`config.mk`:
```
export PLATFORM = sky130hd
export DESIGN_NAME = two_col_mac_accum_flat
export DESIGN_NICKNAME = d
export VERILOG_FILES = /design/src/rtl/two_col_mac_accum_pkg.sv /design/src/rtl/two_col_mac_accum_if.sv /design/src/rtl/mac_accum_fifo2.sv /design/src/rtl/two_col_mac_accum.sv /design/src/flat_wrapper.sv
export SDC_FILE = /design/constraint.sdc
export NUM_CORES = 1
export LEC_CHECK = 0
export BUFFER_PORTS_ARGS = -buffer_cell sky130_fd_sc_hd__buf_2
export CAP_MARGIN = 5
export CORE_ASPECT_RATIO = 0.5
export CORE_UTILIZATION = 35
export CTS_CLUSTER_SIZE = 12
export DETAILED_ROUTE_END_ITERATION = 16
export GPL_ROUTABILITY_DRIVEN = 0
export PLACE_DENSITY_LB_ADDON = 0.08
export SLEW_MARGIN = 20
export SYNTH_ARGS = -nofsm -noshare
export SYNTH_HDL_FRONTEND = slang
export SYNTH_SLANG_ARGS = --single-unit
export TNS_END_PERCENT = 20
```
`constraint.sdc`:
```
create_clock -name clk -period 5.2 [get_ports clk]
set_input_delay 0 -clock clk [delete_from_list [all_inputs] [get_ports clk]]
set_output_delay 0 -clock clk [all_outputs]
set_load 0.1 [all_outputs]
```
`src/rtl/two_col_mac_accum_pkg.sv`:
```
// Purpose: shared widths, FSM encoding and record types for the two-column MAC accumulator.
// Latency: n/a (types and constants only).
// Backpressure: n/a.
package two_col_mac_accum_pkg;

  localparam int PROD_W = 16;  // one MAC product lane, signed (MAX_DW2)
  localparam int CNT_W  = 16;  // length / group counters
  localparam int ACC_W  = 32;  // must be >= PROD_W + CNT_W so a full group can never wrap

  typedef enum logic [1:0] {
    ST_IDLE  = 2'd0,
    ST_RUN   = 2'd1,
    ST_DRAIN = 2'd2
  } state_t;

  // Tag travelling alongside the MAC's one-cycle product register.
  typedef struct packed {
    logic vld;
    logic first;
    logic last;
    logic jlast;
  } tag_t;

  // One completed group as stored in the output FIFO.
  typedef struct packed {
    logic             last;
    logic [ACC_W-1:0] acc1;
    logic [ACC_W-1:0] acc0;
  } res_t;

  localparam int RES_W = $bits(res_t);

  // A zero length or group count behaves as one.
  function automatic logic [CNT_W-1:0] min1(input logic [CNT_W-1:0] v);
    return (v == '0) ? CNT_W'(1) : v;
  endfunction

endpackage

```
`src/rtl/two_col_mac_accum_if.sv`:
```
// Purpose: control, operand-issue and result-stream bundle of the accumulator.
// Latency: n/a (wires only).
// Backpressure: op_valid/op_ready on issue, out_valid/out_ready on results.
// Ports: start/cfg_len/cfg_groups/busy/done (job control), op_valid/op_ready/mac_sum0/mac_sum1
//        (issue + aligned products), out_valid/out_ready/out_acc0/out_acc1/out_last (results).
interface two_col_mac_accum_if;
  import two_col_mac_accum_pkg::*;

  logic              start;
  logic [CNT_W-1:0]  cfg_len;
  logic [CNT_W-1:0]  cfg_groups;
  logic              busy;
  logic              done;
  logic              op_valid;
  logic              op_ready;
  logic [PROD_W-1:0] mac_sum0;
  logic [PROD_W-1:0] mac_sum1;
  logic              out_valid;
  logic              out_ready;
  logic [ACC_W-1:0]  out_acc0;
  logic [ACC_W-1:0]  out_acc1;
  logic              out_last;

  modport master (
    output start, cfg_len, cfg_groups, op_valid, mac_sum0, mac_sum1, out_ready,
    input  busy, done, op_ready, out_valid, out_acc0, out_acc1, out_last
  );

  modport slave (
    input  start, cfg_len, cfg_groups, op_valid, mac_sum0, mac_sum1, out_ready,
    output busy, done, op_ready, out_valid, out_acc0, out_acc1, out_last
  );

endinterface

```
`src/rtl/mac_accum_fifo2.sv`:
```
// Purpose: 2-entry show-ahead FIFO holding completed group results.
// Latency: push visible at head the cycle after the push edge.
// Backpressure: push ignored when full unless a pop happens the same cycle; o_cnt lets the producer throttle.
// Ports: clk, rst_n, i_push/i_push_dat, i_pop, o_vld/o_dat (head), o_cnt (occupancy 0..2).
module mac_accum_fifo2 #(
  parameter int W = 8
) (
  input  logic         clk,
  input  logic         rst_n,
  input  logic         i_push,
  input  logic [W-1:0] i_push_dat,
  input  logic         i_pop,
  output logic         o_vld,
  output logic [W-1:0] o_dat,
  output logic [1:0]   o_cnt
);

  logic [W-1:0] r_mem0;  // head entry
  logic [W-1:0] r_mem1;
  logic [1:0]   r_cnt;
  logic         w_pop;
  logic         w_push;

  assign w_pop  = i_pop & (r_cnt != 2'd0);
  assign w_push = i_push & ((r_cnt != 2'd2) | w_pop);

  always_ff @(posedge clk or negedge rst_n) begin
    if (!rst_n) begin
      r_mem0 <= '0;
      r_mem1 <= '0;
      r_cnt  <= 2'd0;
    end else begin
      case ({w_push, w_pop})
        2'b10: begin
          if (r_cnt == 2'd0) r_mem0 <= i_push_dat;
          else               r_mem1 <= i_push_dat;
          r_cnt <= r_cnt + 2'd1;
        end
        2'b01: begin
          r_mem0 <= r_mem1;
          r_cnt  <= r_cnt - 2'd1;
        end
        2'b11: begin
          // Occupancy unchanged; the new entry lands behind whatever remains.
          if (r_cnt == 2'd1) begin
            r_mem0 <= i_push_dat;
          end else begin
            r_mem0 <= r_mem1;
            r_mem1 <= i_push_dat;
          end
        end
        default: ;
      endcase
    end
  end

  assign o_vld = (r_cnt != 2'd0);
  assign o_dat = r_mem0;
  assign o_cnt = r_cnt;

endmodule

```
`src/rtl/two_col_mac_accum.sv`:
```
// Purpose: tags operand issue, aligns the MAC's registered product pair and sums cfg_len products per group.
// Latency: last issue at cycle T -> result at FIFO head in cycle T+2 (empty FIFO).
// Backpressure: op_ready throttles issue so a completed group always finds a FIFO slot.
// Ports: clk, rst_n (async, active low), bus (slave side of two_col_mac_accum_if).
module two_col_mac_accum
  import two_col_mac_accum_pkg::*;
(
  input  logic           clk,
  input  logic           rst_n,
  two_col_mac_accum_if.slave bus
);

  state_t           r_state;
  state_t           w_state_nxt;
  logic [CNT_W-1:0] r_len;
  logic [CNT_W-1:0] r_groups;
  logic [CNT_W-1:0] r_len_cnt;
  logic [CNT_W-1:0] r_grp_cnt;
  tag_t             r_s1;
  tag_t             w_tag;
  logic [ACC_W-1:0] r_acc0;
  logic [ACC_W-1:0] r_acc1;

  logic             w_op_ready;
  logic             w_issue;
  logic             w_last_op;
  logic             w_jlast_op;
  logic             w_done;
  logic [2:0]       w_occ_plus;
  logic [1:0]       w_occ;
  logic             w_fifo_vld;
  logic [ACC_W-1:0] w_prod0;
  logic [ACC_W-1:0] w_prod1;
  logic [ACC_W-1:0] w_sum0;
  logic [ACC_W-1:0] w_sum1;
  res_t             w_push_dat;
  res_t             w_head;

  // ---------------- issue stage ----------------
  // Counting a result still in s1 as already occupying a slot means a push never meets a full FIFO.
  assign w_occ_plus = {1'b0, w_occ} + {2'b00, r_s1.last};
  assign w_op_ready = (r_state == ST_RUN) & (w_occ_plus < 3'd2);
  assign w_issue    = bus.op_valid & w_op_ready;
  assign w_last_op  = (r_len_cnt == r_len - CNT_W'(1));
  assign w_jlast_op = w_last_op & (r_grp_cnt == r_groups - CNT_W'(1));

  always_comb begin
    w_tag = '0;
    if (w_issue) begin
      w_tag.vld   = 1'b1;
      w_tag.first = (r_len_cnt == '0);
      w_tag.last  = w_last_op;
      w_tag.jlast = w_jlast_op;
    end
  end

  // ---------------- FSM ----------------
  always_ff @(posedge clk or negedge rst_n) begin
    if (!rst_n) r_state <= ST_IDLE;
    else        r_state <= w_state_nxt;
  end

  always_comb begin
    w_state_nxt = r_state;
    w_done      = 1'b0;
    case (r_state)
      ST_IDLE:  if (bus.start) w_state_nxt = ST_RUN;
      ST_RUN:   if (w_issue && w_jlast_op) w_state_nxt = ST_DRAIN;
      ST_DRAIN: if (!r_s1.vld && !w_fifo_vld) begin
        w_done      = 1'b1;
        w_state_nxt = ST_IDLE;
      end
      default:  w_state_nxt = ST_IDLE;
    endcase
  end

  // ---------------- counters, s1 tag, accumulators ----------------
  assign w_prod0 = {{(ACC_W-PROD_W){bus.mac_sum0[PROD_W-1]}}, bus.mac_sum0};
  assign w_prod1 = {{(ACC_W-PROD_W){bus.mac_sum1[PROD_W-1]}}, bus.mac_sum1};
  assign w_sum0  = r_s1.first ? w_prod0 : r_acc0 + w_prod0;
  assign w_sum1  = r_s1.first ? w_prod1 : r_acc1 + w_prod1;

  always_ff @(posedge clk or negedge rst_n) begin
    if (!rst_n) begin
      r_len     <= '0;
      r_groups  <= '0;
      r_len_cnt <= '0;
      r_grp_cnt <= '0;
      r_s1      <= '0;
      r_acc0    <= '0;
      r_acc1    <= '0;
    end else begin
      if (r_state == ST_IDLE && bus.start) begin
        r_len     <= min1(bus.cfg_len);
        r_groups  <= min1(bus.cfg_groups);
        r_len_cnt <= '0;
        r_grp_cnt <= '0;
      end else if (w_issue) begin
        if (w_last_op) begin
          r_len_cnt <= '0;
          r_grp_cnt <= r_grp_cnt + CNT_W'(1);
        end else begin
          r_len_cnt <= r_len_cnt + CNT_W'(1);
        end
      end
      r_s1 <= w_tag;
      // Products are only meaningful the cycle after an issue.
      if (r_s1.vld) begin
        r_acc0 <= w_sum0;
        r_acc1 <= w_sum1;
      end
    end
  end

  // ---------------- output FIFO ----------------
  always_comb begin
    w_push_dat      = '0;
    w_push_dat.last = r_s1.jlast;
    w_push_dat.acc1 = w_sum1;
    w_push_dat.acc0 = w_sum0;
  end

  mac_accum_fifo2 #(.W(RES_W)) u_fifo (
    .clk        (clk),
    .rst_n      (rst_n),
    .i_push     (r_s1.vld & r_s1.last),
    .i_push_dat (w_push_dat),
    .i_pop      (bus.out_ready),
    .o_vld      (w_fifo_vld),
    .o_dat      (w_head),
    .o_cnt      (w_occ)
  );

  assign bus.busy      = (r_state != ST_IDLE);
  assign bus.done      = w_done;
  assign bus.op_ready  = w_op_ready;
  assign bus.out_valid = w_fifo_vld;
  assign bus.out_acc0  = w_head.acc0;
  assign bus.out_acc1  = w_head.acc1;
  assign bus.out_last  = w_head.last;

endmodule

```
`src/flat_wrapper.sv`:
```
// flat-port wrapper written by rule: the top's interface ports become plain ports
module two_col_mac_accum_flat import two_col_mac_accum_pkg::*;
  (clk, rst_n, bus_start, bus_cfg_len, bus_cfg_groups, bus_op_valid, bus_mac_sum0, bus_mac_sum1, bus_out_ready, bus_busy, bus_done, bus_op_ready, bus_out_valid, bus_out_acc0, bus_out_acc1, bus_out_last);
  two_col_mac_accum_if bus_i ();
  input  logic clk;
  input  logic rst_n;
  input wire logic [$bits(bus_i.start)-1:0] bus_start;
  input wire logic [$bits(bus_i.cfg_len)-1:0] bus_cfg_len;
  input wire logic [$bits(bus_i.cfg_groups)-1:0] bus_cfg_groups;
  input wire logic [$bits(bus_i.op_valid)-1:0] bus_op_valid;
  input wire logic [$bits(bus_i.mac_sum0)-1:0] bus_mac_sum0;
  input wire logic [$bits(bus_i.mac_sum1)-1:0] bus_mac_sum1;
  input wire logic [$bits(bus_i.out_ready)-1:0] bus_out_ready;
  output wire logic [$bits(bus_i.busy)-1:0] bus_busy;
  output wire logic [$bits(bus_i.done)-1:0] bus_done;
  output wire logic [$bits(bus_i.op_ready)-1:0] bus_op_ready;
  output wire logic [$bits(bus_i.out_valid)-1:0] bus_out_valid;
  output wire logic [$bits(bus_i.out_acc0)-1:0] bus_out_acc0;
  output wire logic [$bits(bus_i.out_acc1)-1:0] bus_out_acc1;
  output wire logic [$bits(bus_i.out_last)-1:0] bus_out_last;
  assign bus_i.start = bus_start;
  assign bus_i.cfg_len = bus_cfg_len;
  assign bus_i.cfg_groups = bus_cfg_groups;
  assign bus_i.op_valid = bus_op_valid;
  assign bus_i.mac_sum0 = bus_mac_sum0;
  assign bus_i.mac_sum1 = bus_mac_sum1;
  assign bus_i.out_ready = bus_out_ready;
  assign bus_busy = bus_i.busy;
  assign bus_done = bus_i.done;
  assign bus_op_ready = bus_i.op_ready;
  assign bus_out_valid = bus_i.out_valid;
  assign bus_out_acc0 = bus_i.out_acc0;
  assign bus_out_acc1 = bus_i.out_acc1;
  assign bus_out_last = bus_i.out_last;
  two_col_mac_accum u_core (.clk(clk), .rst_n(rst_n), .bus(bus_i));
endmodule
```
==> Flow_metrics.wiki <==
{| class="wikitable"
! Metric !! Value
|-
| Max IR drop VDD || 0.000356 V
|-
| Largest net degree at the start of global routing || 108
|-
| Global router's overall resource usage || 18.9%
|-
| Worst Path Required || 5650 ps
|-
| Maximum clock skew at final layout || 18.2 ps
|-
| Area of the core region || 43800 um^2
|-
| Cell variety after synth || 68
|-
| Simple-gate area share of the yosys netlist || 18.8%
|-
| PD cells || 644 nW/um^2
|-
| Setup crit start kind || flip-flop
|-
| DRT Wirelength || 42800 um
|-
| Starting utilization of the core area || 35.7%
|-
| NumNets Final || 2126
|-
| Kind of critical path || reg -> reg
|-
| Layout Cell Area excl Fill || 18500 um^2
|-
| Max FO, Critical Path || 10
|-
| Number of search-and-repair iterations in the first detailed-routing pass || 11
|-
| Main combinational cell family by area after synthesis || compound AO/OA/AOI/OAI gates
|-
| Cells along the critical path || inv_1 -> ha_1 -> or3_1 -> a31o_1 -> or3_1 -> or4_4 -> or4_4 -> nor4_4 -> a31oi_1 -> a41o_1
|-
| Setup repair bufs after CTS || 0
|-
| TritonCTS buffer count || 29
|-
| Initial DRC count || 663
|-
| # setup viols final || 0
|-
| Area contributors post-synth || sky130_fd_sc_hd__dfrtp_1, sky130_fd_sc_hd__nand2_1, sky130_fd_sc_hd__o21ai_0, sky130_fd_sc_hd__ha_1, sky130_fd_sc_hd__a21oi_1
|-
| Wire length per cell after detailed routing || 16.5 um
|-
| Area enclosed by the die boundary || 45600 um^2
|-
| Antenna viol nets, final || 0
|-
| Clk slew on worst S/H paths || 70 ps
|-
| Horiz. Die Dim || 301 um
|-
| Floorplan die height || 152 um
|-
| Sequential cell area fraction in the yosys report || 42.5%
|-
| Crit share post-route || 73.1%
|-
| Cell Int Power || 0.00586 W
|-
| Total overflow reported by the global router || 0
|-
| Net switching power || 0.00605 W
|-
| Post-synth EDFFs || 0
|-
| Proportion of register bits with asynchronous set or reset after synthesis || 100%
|-
| Power consumption || 0.0119 W
|-
| Relative area change from synthesis to final layout || 18.2%
|-
| Combinational share of power || 57.0%
|-
| Power share of the clock group || 17.3%
|-
| Data arrival, critical path || 4260 ps
|-
| Detail-routed via count per cell || 5.23
|-
| Accumulated negative setup slack || 0 ps
|-
| Parity-gate share of the synthesized area counting xor and xnor cells || 5.09%
|-
| Register-to-register setup slack || 1400 ps
|-
| Reg2Reg Depth || 10
|-
| Total of buffers placed on input and output ports || 137
|-
| Total number of yosys warnings || 0
|-
| Post-Synth Adder-Cell Area || 5.85%
|-
| Worst-margin pin slew || 995 ps
|-
| Clock period minus final worst setup slack || 3800 ps
|-
| Critical-path top delay cell || sky130_fd_sc_hd__nor4_4
|-
| Max-Slew Margin vs Limit || 33.4%
|-
| Class of the tightest hold or removal check || in -> async
|-
| Synthesized Nets || 1969
|-
| Total placed cells including tap cells || 2475
|-
| Multiplexer fraction of the synthesized cell area || 2.45%
|-
| Number of placed I/O pins || 138
|-
| Yosys top cell area share || 42.5%
|-
| # DRC || 2
|-
| Largest area contributor in the netlist || sky130_fd_sc_hd__dfrtp_1
|-
| Power share of the sequential group || 25.7%
|-
| Buffer levels on the longest clock path || 3
|-
| Maximum capacitance violations || 0
|-
| Pleak || 8.52 nW
|-
| Total vias in the final route || 13538
|-
| Final cell count without fillers || 2590
|-
| Placed wire-length estimate || 28900 um
|-
| Fraction of power spent switching nets || 50.8%
|-
| Fillers || 4460
|-
| Synthesized netlist cell count || 1828
|-
| Total count of max-transition violations in the final report || 0
|-
| Highest attainable clock frequency || 263 MHz
|-
| Area of the mapped netlist || 15700 um^2
|-
| Flip-flop and latch count after synthesis || 266
|-
| Peak per-stage delay on the critical path || 560 ps
|-
| Clock tree from TritonCTS || yes
|-
| Core Rows || 54
|-
| Placed inst area || 16900 um^2
|-
| Most instantiated flip-flop cell in the synthesis netlist || sky130_fd_sc_hd__dfrtp_1
|-
| Mean post-synth cell area || 8.56 um^2
|-
| Violations in the final reports || DRC
|-
| Worst r2r dst || u_core.r_grp_cnt[11]
|-
| Final Hold Viols || 0
|-
| Via count of the first global-routing pass || 13155
|-
| Deepest level of the CTS H-tree || 1
|-
| Fraction of final layout cells sized beyond drive strength 1 || 11.5%
|-
| Post-cts sizing count || 0
|-
| Number of antenna violations at the first check in global routing || 0
|-
| Kind of capture point of the worst setup path || flip-flop
|-
| Area fraction in compound gates after synthesis || 22.2%
|-
| Run status || complete, but fails checks
|-
| Count of antenna diodes in the layout || 0
|-
| Clock insertion delay at the later pin of the skew report || 570 ps
|-
| Wire length of the first global-routing pass || 69900 um
|-
| Sink Count || 266
|-
| Launch point of the worst reg-to-reg path || u_core.r_len[0]
|-
| Buffer cell driving the clock tree root || sky130_fd_sc_hd__clkbuf_16
|-
| RSZ-0062 raised after global routing || false
|}
==> metal layers <==
layer	global-route usage, %	wire length, um	vias to the layer above
met3	2.38	1120	46
li1	-	-	6822
met4	3.22	690	0
met2	31.8	19700	158
met1	26.4	21200	6512
met5	0	0	-
==> layout make-up <==
cell class	instances	area, um^2	area share (%)
Multi-Input combinational cell	1432	8550	46.2
Sequential cell	266	6660	36.0
Timing Repair Buffer	219	1490	8.06
Clock buffer	40	847	4.58
Tap cell	588	736	3.98
Inverter	37	139	0.751
Clock inverter	8	72.6	0.392
==> sequential cells by signal (all words and copies together) (netlist names) <==
signal,flops
u_core.r_acc0,32
u_core.r_acc1,32
u_core.r_groups,16
u_core.r_grp_cnt,16
u_core.r_len,16
u_core.r_len_cnt,16
u_core.r_s1,4
u_core.r_state,2
u_core.u_fifo.o_cnt,2
u_core.u_fifo.o_dat,65
u_core.u_fifo.r_mem1,65
==> synthesized netlist by cell type (27+ instances only) <==
cell and instances:
sky130_fd_sc_hd__o21ai_0 187, sky130_fd_sc_hd__nor2_1 173, sky130_fd_sc_hd__nand3_1 28, sky130_fd_sc_hd__dfrtp_1 266
sky130_fd_sc_hd__nand2_1 290, sky130_fd_sc_hd__mux2i_1 27, sky130_fd_sc_hd__xnor2_1 54, sky130_fd_sc_hd__xor2_1 37
sky130_fd_sc_hd__inv_1 36, sky130_fd_sc_hd__a21o_1 46, sky130_fd_sc_hd__a31oi_1 29, sky130_fd_sc_hd__clkbuf_1 80
sky130_fd_sc_hd__a21oi_1 174, sky130_fd_sc_hd__ha_1 70
==> critical path: cells and delay by family (launching register included) <==
family / cells / cell delay, ps
buffers and inverters: 1 / 80
adders and majority gates: 1 / 240
DFF: 1 / 410
AOI/OAI and AO/OA: 3 / 610
and+or+nand+nor: 5 / 2360
==> cells by family after synthesis <==
group           Yosys count
simple gates            652
compound gates          580
xor+xnor                 91
fa+ha+maj                72
flops                   266
mux                      37
buf+inv                 130
==> power groups by stage <==
| stage | clock [W] | sequential [W] | combinational (W) |
|---|---|---|---|
| finish | 0.00206 | 0.00307 | 0.00679 |
| global route | 0.00221 | 0.00315 | 0.00747 |
| CTS | 0.00213 | 0.00308 | 0.00683 |
| detailed placement | 0 | 0.00311 | 0.00676 |
| global placement | 0 | 0.00310 | 0.00676 |
| floorplan | 0 | 0.00467 | 0.00368 |
==> worst max-delay path by stage <==
| stage | from | end | slack, ps | cells after the start |
|---|---|---|---|---|
| 4_1_cts | u_core.r_len[0] | u_core.r_grp_cnt[11] | 1380 | 10 |
| 5_1_grt | u_core.r_len[0] | u_core.r_grp_cnt[14] | 1180 | 10 |
| 6_report | u_core.r_len[0] | u_core.r_grp_cnt[11] | 1400 | 10 |
| 3_5_place_dp | u_core.r_len[0] | u_core.r_grp_cnt[11] | 1390 | 10 |
| 3_3_place_gp | u_core.r_len[0] | u_core.r_grp_cnt[11] | 1430 | 10 |
| 2_1_floorplan | u_core.r_s1[1] | u_core.r_grp_cnt[11] | 830 | 6 |
==> repair_timing <==
item	CTS	global route
setup endpoints to repair	0	0
hold endpoints to repair	213	0
hold buffers	67	0
==> layout by cell type (no fill, tap or decap), types with 21 or more instances in the layout <==
| cell type | n |
|---|---|
| sky130_fd_sc_hd__nand2_1 | 288 |
| sky130_fd_sc_hd__dfrtp_1 | 264 |
| sky130_fd_sc_hd__o21ai_0 | 187 |
| sky130_fd_sc_hd__nor2_1 | 173 |
| sky130_fd_sc_hd__a21oi_1 | 173 |
| sky130_fd_sc_hd__buf_2 | 136 |
| sky130_fd_sc_hd__ha_1 | 70 |
| sky130_fd_sc_hd__dlygate4sd3_1 | 67 |
| sky130_fd_sc_hd__xnor2_1 | 54 |
| sky130_fd_sc_hd__a21o_1 | 46 |
| sky130_fd_sc_hd__xor2_1 | 37 |
| sky130_fd_sc_hd__inv_1 | 36 |
| sky130_fd_sc_hd__clkbuf_16 | 29 |
| sky130_fd_sc_hd__nand3_1 | 28 |
| sky130_fd_sc_hd__a31oi_1 | 28 |
| sky130_fd_sc_hd__mux2i_1 | 27 |
| sky130_fd_sc_hd__nor3_1 | 22 |
| sky130_fd_sc_hd__nand2b_1 | 21 |
| sky130_fd_sc_hd__a211oi_1 | 21 |
==> stage by stage <==
stage | hold slack, ps | utilization, % | worst slack, ps
3_5_place_dp | 90.0 | 38.6 | 1390
2_1_floorplan | -296 | - | 828
6_report | 51.9 | 42.2 | 1400
4_1_cts | 65.0 | 42.2 | 1380
3_3_place_gp | 90.3 | 38.6 | 1430
5_1_grt | 123 | 42.2 | 1180
Note: power is estimated with default switching activity, not from simulation.
